### src/rtl/bp_be_issue_sequencer.sv
// rtl/bp_be_issue_sequencer.sv - issue-side sequencer: in-flight tracking, serialization/fence drains, stall counting
module bp_be_issue_sequencer #(
  parameter int inflight_max_p    = 4,
  parameter int stall_cnt_width_p = 16
) (
  input  logic                                 clk_i,
  input  logic                                 reset_n_i,
  input  logic                                 issue_v_i,
  input  logic                                 issue_serial_i,
  input  logic                                 issue_fence_i,
  output logic                                 issue_ready_o,
  output logic                                 dispatch_v_o,
  input  logic                                 dispatch_ready_i,
  input  logic                                 commit_v_i,
  input  logic                                 flush_i,
  output logic [$clog2(inflight_max_p+1)-1:0]  inflight_o,
  output logic                                 serial_busy_o,
  output logic                                 underflow_o,
  output logic [stall_cnt_width_p-1:0]         stall_cnt_o
);

  localparam int inflight_width_lp = $clog2(inflight_max_p+1);
  localparam logic [inflight_width_lp-1:0] inflight_max_lp = inflight_width_lp'(inflight_max_p);

  typedef enum logic [1:0] {
    READY  = 2'd0,
    DRAIN  = 2'd1,
    SERIAL = 2'd2
  } state_e;

  state_e                         state_q, state_d;
  logic [inflight_width_lp-1:0]   inflight_q, inflight_d;
  logic                           underflow_q, underflow_d;
  logic [stall_cnt_width_p-1:0]   stall_q, stall_d;

  logic barrier;
  logic empty;
  logic cond;

  assign barrier = issue_serial_i | issue_fence_i;
  assign empty   = (inflight_q == '0);

  // Barrier instructions wait for an empty pipe; nothing issues behind an uncommitted serial op.
  always_comb begin
    cond = 1'b0;
    unique case (state_q)
      READY:   cond = barrier ? empty : (inflight_q < inflight_max_lp);
      DRAIN:   cond = barrier & empty;
      SERIAL:  cond = 1'b0;
      default: cond = 1'b0;
    endcase
  end

  assign issue_ready_o = ~flush_i & dispatch_ready_i & cond;
  assign dispatch_v_o  = issue_v_i & issue_ready_o;

  always_comb begin
    inflight_d = inflight_q;
    if (flush_i) begin
      inflight_d = '0;
    end else if (dispatch_v_o & ~commit_v_i) begin
      inflight_d = inflight_q + inflight_width_lp'(1);
    end else if (~dispatch_v_o & commit_v_i & ~empty) begin
      inflight_d = inflight_q - inflight_width_lp'(1);
    end
  end

  always_comb begin
    state_d = state_q;
    if (flush_i) begin
      state_d = READY;
    end else begin
      unique case (state_q)
        READY: begin
          if (issue_v_i & issue_serial_i) begin
            state_d = dispatch_v_o ? SERIAL : DRAIN;
          end else if (issue_v_i & issue_fence_i & ~dispatch_v_o) begin
            state_d = DRAIN;
          end
        end
        DRAIN: begin
          // A dropped or non-barrier request means the held instruction went away.
          if (~issue_v_i | ~barrier) begin
            state_d = READY;
          end else if (dispatch_v_o) begin
            state_d = issue_serial_i ? SERIAL : READY;
          end
        end
        SERIAL: begin
          if (inflight_d == '0) state_d = READY;
        end
        default: state_d = READY;
      endcase
    end
  end

  assign underflow_d = underflow_q | (commit_v_i & empty);

  always_comb begin
    stall_d = stall_q;
    if (issue_v_i & ~issue_ready_o & ~(&stall_q)) begin
      stall_d = stall_q + stall_cnt_width_p'(1);
    end
  end

  always_ff @(posedge clk_i or negedge reset_n_i) begin
    if (!reset_n_i) begin
      state_q     <= READY;
      inflight_q  <= '0;
      underflow_q <= 1'b0;
      stall_q     <= '0;
    end else begin
      state_q     <= state_d;
      inflight_q  <= inflight_d;
      underflow_q <= underflow_d;
      stall_q     <= stall_d;
    end
  end

  assign inflight_o    = inflight_q;
  assign serial_busy_o = (state_q != READY);
  assign underflow_o   = underflow_q;
  assign stall_cnt_o   = stall_q;

endmodule

### config.mk
export PLATFORM = sky130hd
export DESIGN_NAME = bp_be_issue_sequencer
export DESIGN_NICKNAME = d
export VERILOG_FILES = /design/src/rtl/bp_be_issue_sequencer.sv
export SDC_FILE = /design/constraint.sdc
export NUM_CORES = 1
export LEC_CHECK = 0
export CAP_MARGIN = 40
export CORE_MARGIN = 2
export CORE_UTILIZATION = 50
export CTS_CLUSTER_DIAMETER = 80
export CTS_CLUSTER_SIZE = 30
export DETAILED_ROUTE_END_ITERATION = 10
export GPL_TIMING_DRIVEN = 1
export PLACE_DENSITY = 0.81
export SKIP_LAST_GASP = 1
export SYNTH_ARGS = -nofsm -noshare
export SYNTH_HDL_FRONTEND = slang
export SYNTH_SLANG_ARGS = --single-unit
### constraint.sdc
create_clock -name clk_i -period 5 [get_ports clk_i]
set_clock_uncertainty 0.1 [all_clocks]
set_input_delay 1.5 -clock clk_i [delete_from_list [all_inputs] [get_ports clk_i]]
set_output_delay 1.5 -clock clk_i [all_outputs]
set_load 0.02 [all_outputs]
# After elaboration in Yosys (flattened, before gate mapping)
# Index checks and enable logic that the tools add are counted.
totals:
  memories: 0
  input_bits: 8
  wordCells: 57
  regBits: 22
  latch_bits: 0
  romBits: 0
  out_inout_bits: 23
  ramBits: 0
classes:
  n_addsub: 3
  eq_ne: 5
  bitwise_logic: 24
  mux: 14
  shifts: 0
  n_mul: 0
  div_mod_pow: 0
  n_reduce_logical: 6
  order_cmp: 1
op_table:
  columns: ["op", "count"]
  rows:
  - ["16-bit by 1-bit adder with 16-bit output (second input constant)", 1]
  - ["2-bit 2-to-1 mux", 8]
  - ["16-bit AND reduction", 1]
  - ["1-bit bitwise AND", 13]
  - ["3-bit 2-to-1 mux", 3]
  - ["4-bit inequality test (second input constant)", 2]
  - ["1-bit inverter", 8]
  - ["3-bit zero test", 2]
  - ["2-bit one-hot mux with 3 select lines", 1]
  - ["3-bit by 1-bit adder with 3-bit output (second input constant)", 1]
  - ["3-bit < comparator (second input constant)", 1]
  - ["3-bit inequality test (second input constant)", 1]
  - ["1-bit bitwise OR", 3]
  - ["3-bit AND reduction", 1]
  - ["3-bit by 1-bit subtractor with 3-bit output (second input constant)", 1]
  - ["2-bit by 1-bit == test with 1-bit output (second input constant)", 1]
  - ["2-bit == test (second input constant)", 1]
  - ["2-bit zero test", 1]
  - ["1-bit one-hot mux with 2 select lines", 1]
  - ["2-bit nonzero test", 1]
  - ["1-bit 2-to-1 mux", 1]

# Longest topological paths before layout
depth:
  depth_word: 15
  ltp_mapped: 9
  ltp_nobuf: 8

# Worst setup path after synthesis
# Ideal clock, no wire load.
synth_path:
  path_kind: "input to output"
  from: "input issue_fence_i"
  to: "output issue_ready_o"
  path_stages: 3
  path_slack_ns: 1.270
  arrival_ns: 2.130
  cell_sequence: "nor3_1 > o21ai_1 > inv_2"
synth_via:
  elab_chain_len: 4
synth_lines:
  columns: ["item", "line_no", "source"]
  rows:
  - ["from (decl)", "10", "input logic issue_fence_i,"]
  - ["1-bit bitwise OR (*)", "40", "assign barrier = issue_serial_i | issue_fence_i;"]
  - ["1-bit bitwise AND / 1-bit 2-to-1 mux (equally long branches)", "48, 47", null]
  - ["1-bit one-hot mux with 2 select lines (*)", "46", "unique case (state_q)"]
  - ["1-bit bitwise AND (*)", "54", "assign issue_ready_o = ~flush_i & dispatch_ready_i & cond;"]
  - ["to (decl)", "11", "output logic issue_ready_o,"]
# Every way passes the cells marked *; elsewhere a longest branch is shown, timed or not.

# Worst setup path in the final report
layout_path:
  from: "input issue_serial_i"
  to: "output issue_ready_o"
layout_via:
  elab_chain_len: 4
layout_lines:
  columns: ["item", "line_no", "source"]
  rows:
  - ["from (decl)", "9", "input logic issue_serial_i,"]
  - ["1-bit bitwise OR (*)", "40", null]
  - ["1-bit bitwise AND / 1-bit 2-to-1 mux (equally long branches)", "48, 47", null]
  - ["1-bit one-hot mux with 2 select lines (*)", "46", null]
  - ["1-bit bitwise AND (*)", "54", null]
# Marks and branches as above.

==> summary.md <==
The run finished with clean final reports. The floorplan step defined a die boundary enclosing 0.002827 sq mm. The overall die width is 53.17 um, and the top cell type's share of synthesized area is 45.55%. The depth of the most critical reg-to-reg path is 7, and the final worst setup slack is 0.1331 ns.

Entering global routing, the biggest net connects 15 pins. For this run, the slowest stage of the critical path takes 0.62 ns. In the global route stage, overall resource usage came out at 21.42%. In this run the critical register-to-register path is launched from inflight_o[0]$_DFF_PN0_. The detailed-placement wirelength estimate is 1981 um, and the power density over the cells is 367.1 mW/mm^2.

Setup repair after global routing left no endpoint under its margin. The tools report the proportion of synthesized chip area in sequential cells as 45.55%. The total length of routed wires was 2610 um.

The most used flip-flop cell after synthesis is dfrtp_1. The tools report the maximum clock rate as 205.5 MHz. The number of global-route vias before repair was 1021; the routed wire length per instance was 14.50 um. The total overflow left after global routing is 0. The cell repeated most along the worst path is clkdlybuf4s50_1. For the worst-skew pair, the clock arrives at the later sink with an insertion delay of 0.31 ns. Counting flops with a built-in enable in the synthesized netlist gives 0. By instance count, the leading cell after synthesis is dfrtp_1.

The critical path goes through clkdlybuf4s50_1, nor3_1, o21ai_1, inv_2, clkdlybuf4s50_1. The actual slew at the worst max-slew pin is 0.5493 ns. Post-CTS timing repair inserted 0 buffers for setup. Count of buffers from port buffering: 30.

The slowest stage of the critical path belongs to the cell clkdlybuf4s50_1. The worst setup path is captured at an output pin. The path with the worst hold slack has its endpoint at underflow_o$_DFF_PN0_. In this run, the number of DRC markers left after iteration 0 of detailed routing was 20. Setup total negative slack on the finished layout was measured at 0 ns.

The I/O pin total was 31; the number of violations of the max-capacitance limit was 0. STA classifies the critical path startpoint as an input pin. The tools report the TritonCTS buffer count as 3. Sorting the synthesized cells by area gives the leading types as dfrtp_1, xnor2_1, nand4_1. For the worst setup path, the data required time is 3.40 ns. Count of synthesis-stage warnings from yosys: 0.

The pre-antenna-repair detailed-routing pass consisted of 4 iterations. The die height is 53.17 um. The startpoint of the worst hold path is underflow_o$_DFF_PN0_. The placement row count was 17; the critical path arrival was 3.27 ns. Of all cell types, the one taking the most synthesized area is dfrtp_1.

Clock tree synthesis selected as its root buffer the cell clkbuf_4. TritonCTS built the clock tree. Clock-pin slew was measured on the worst setup and hold paths at 0.11 ns. The commonest cells after synthesis are dfrtp_1, xnor2_1, nor2_1. Dividing the synthesized area by the synthesized cell count gives 10.42 sq um.

Detail-routed via count per cell: 5.667. Maximum buffer depth of the clock tree: 2. The routed layout has 1020 vias. The total area inside the core boundary comes to 0.002255 sq mm. Synthesis produced 116 cells.

Once detail routing completed, the nets flagged for antenna violations numbered 0. The number of storage elements in the synthesis netlist came out at 22. The global placement routability congestion is 0.7907, and the area growth from synthesis to layout is 32.30%.

The number of stages on the worst hold path was 1. In the routed design, unresolved DRC markers number 0. The worst-case headroom to the max-slew limit came out at 63.26%.

The logs give 0 for the initial antenna violation count and 0.001209 sq mm for the combined area of all synthesized cells. The ratio of cells with drive above 1 in the final layout came out at 9.868%. The logs give 1 for the H-tree depth and 0 for the number of hold-slack violations in the final timing report.

The clock net in this run drives a total of 22 sinks. The first global-routing pass estimated 4367 um of wire. Along the worst path, the maximum fanout reaches 4. The startpoint-to-endpoint class of the critical path was input pin to output pin. The number of nets handed over by synthesis was 128. In this run the register-to-register setup slack is 2.75 ns.

The worst path uses 97.34% of the clock period. In the synthesized netlist the async set-or-reset flop fraction comes to 100.0%. The run gives 0.001563 sq mm as the cell area after placement.

The min-delay analysis places its worst path in the category flop to flop. The number of pins with negative max-slew slack in the final report is 0, and the final net count is 165. Before CTS, the worst setup slack after placement is 0.1649 ns. The total setup violations reported at the end of the flow was 0; the cell leakage power was 0.6794 nW.

Post-CTS repair changed the size of 0 cells. The worst register-to-register path ends at stall_cnt_o[1]$_DFFE_PN0P_. The number of distinct library cell variants in the gate-level netlist after synthesis was 34; the initial standard-cell utilization of the core was 53.61%. The minimum period implied by the final worst setup slack works out to 4.867 ns. The tools report the number of antenna repair diodes as 0. The finished cells cover 0.001599 sq mm. The worst-case IR drop observed on VDD is 0.3967 mV.

In this run, post-CTS hold repair placed 0 buffers.
-- where the power goes --
group          leakage (nW)  total (mW)  internal [mW]  switching (mW)
sequential            0.281       0.255          0.210          0.0453
combinational         0.377       0.235          0.114           0.120
clock                0.0210      0.0972         0.0445          0.0527
-- stage by stage --
stage | hold WS (ns) | util (%) | cells | power (mW)
2_1_floorplan | 0.4654 | - | 116 | 0.3872
3_3_place_gp | 0.3395 | 68.65 | 175 | 0.4839
3_5_place_dp | 0.3610 | 69.31 | 176 | 0.4924
4_1_cts | 0.3883 | 70.92 | 180 | 0.5908
5_1_grt | 0.4109 | 70.92 | 180 | 0.6217
6_report | 0.3842 | 70.92 | 180 | 0.5870
-- how the worst max path moves through the flow --
stage | startpoint | to | slack (ns) | cells past startpoint
after global placement | issue_serial_i | issue_ready_o | 0.21 | 5
after global routing | issue_serial_i | issue_ready_o | 0.02 | 5
final | issue_serial_i | issue_ready_o | 0.13 | 5
after floorplan | issue_fence_i | issue_ready_o | 1.27 | 3
after detailed placement | issue_serial_i | issue_ready_o | 0.16 | 5
after CTS | issue_serial_i | issue_ready_o | 0.16 | 5
-- kinds of logic (layout without fill, tap and decap cells) --
kind of cell             count (synthesis)  count (layout)  share of synthesized area (%)
XOR/XNOR                                16              16                          11.59
adder cells (fa/ha/maj)                  4               4                          4.141
buffers and inverters                   11              47                          4.038
multiplexers                             2               2                          1.863
AO/OA/AOI/OAI                           16              16                          11.39
flip-flops                              22              22                          45.55
AND/OR/NAND/NOR                         45              45                          21.43
-- sequential cells by signal, summed over array words and instances, names as in the netlist --
signal	flops
inflight_o	3
state_q	2
underflow_o	1
stall_cnt_o	16
-- layout make-up --
type / instances / area, sq um
Clock buffer: 4 / 36.28
Fill cell: 193 / 655.6
Multi-Input combinational cell: 83 / 609.3
Inverter: 10 / 37.54
Timing Repair Buffer: 33 / 330.3
Tap cell: 28 / 35.03
Sequential cell: 22 / 550.5
-- worst max-delay path: cells and delay by family --
kind	cells	cell delay, ns
buffers and inverters	3	1.22
AND/OR/NAND/NOR	1	0.38
AO/OA/AOI/OAI	1	0.18
-- placed cells by master, fill, tap and decap left out, types with 4 or more instances in the layout --
master and n:
clkdlybuf4s50_1 30, dfrtp_1 22, xnor2_1 13, nor2_1 12
nand4_1 10, inv_1 8, nand2_1 7, nand3_1 5
ha_1 4
-- routing by layer --
| metal | part of all wire, % | up-vias | global-route usage (%) | wire [um] |
|---|---|---|---|---|
| li1 | - | 486 | - | - |
| met1 | 44 | 495 | 27.07 | 1157 |
| met2 | 50 | 33 | 37.50 | 1310 |
| met3 | 4.1 | 6 | 2.542 | 106 |
| met4 | 1.4 | 0 | 7.692 | 36 |
| met5 | 0 | - | 0 | 0 |
Power figures use the tool's default switching activity.
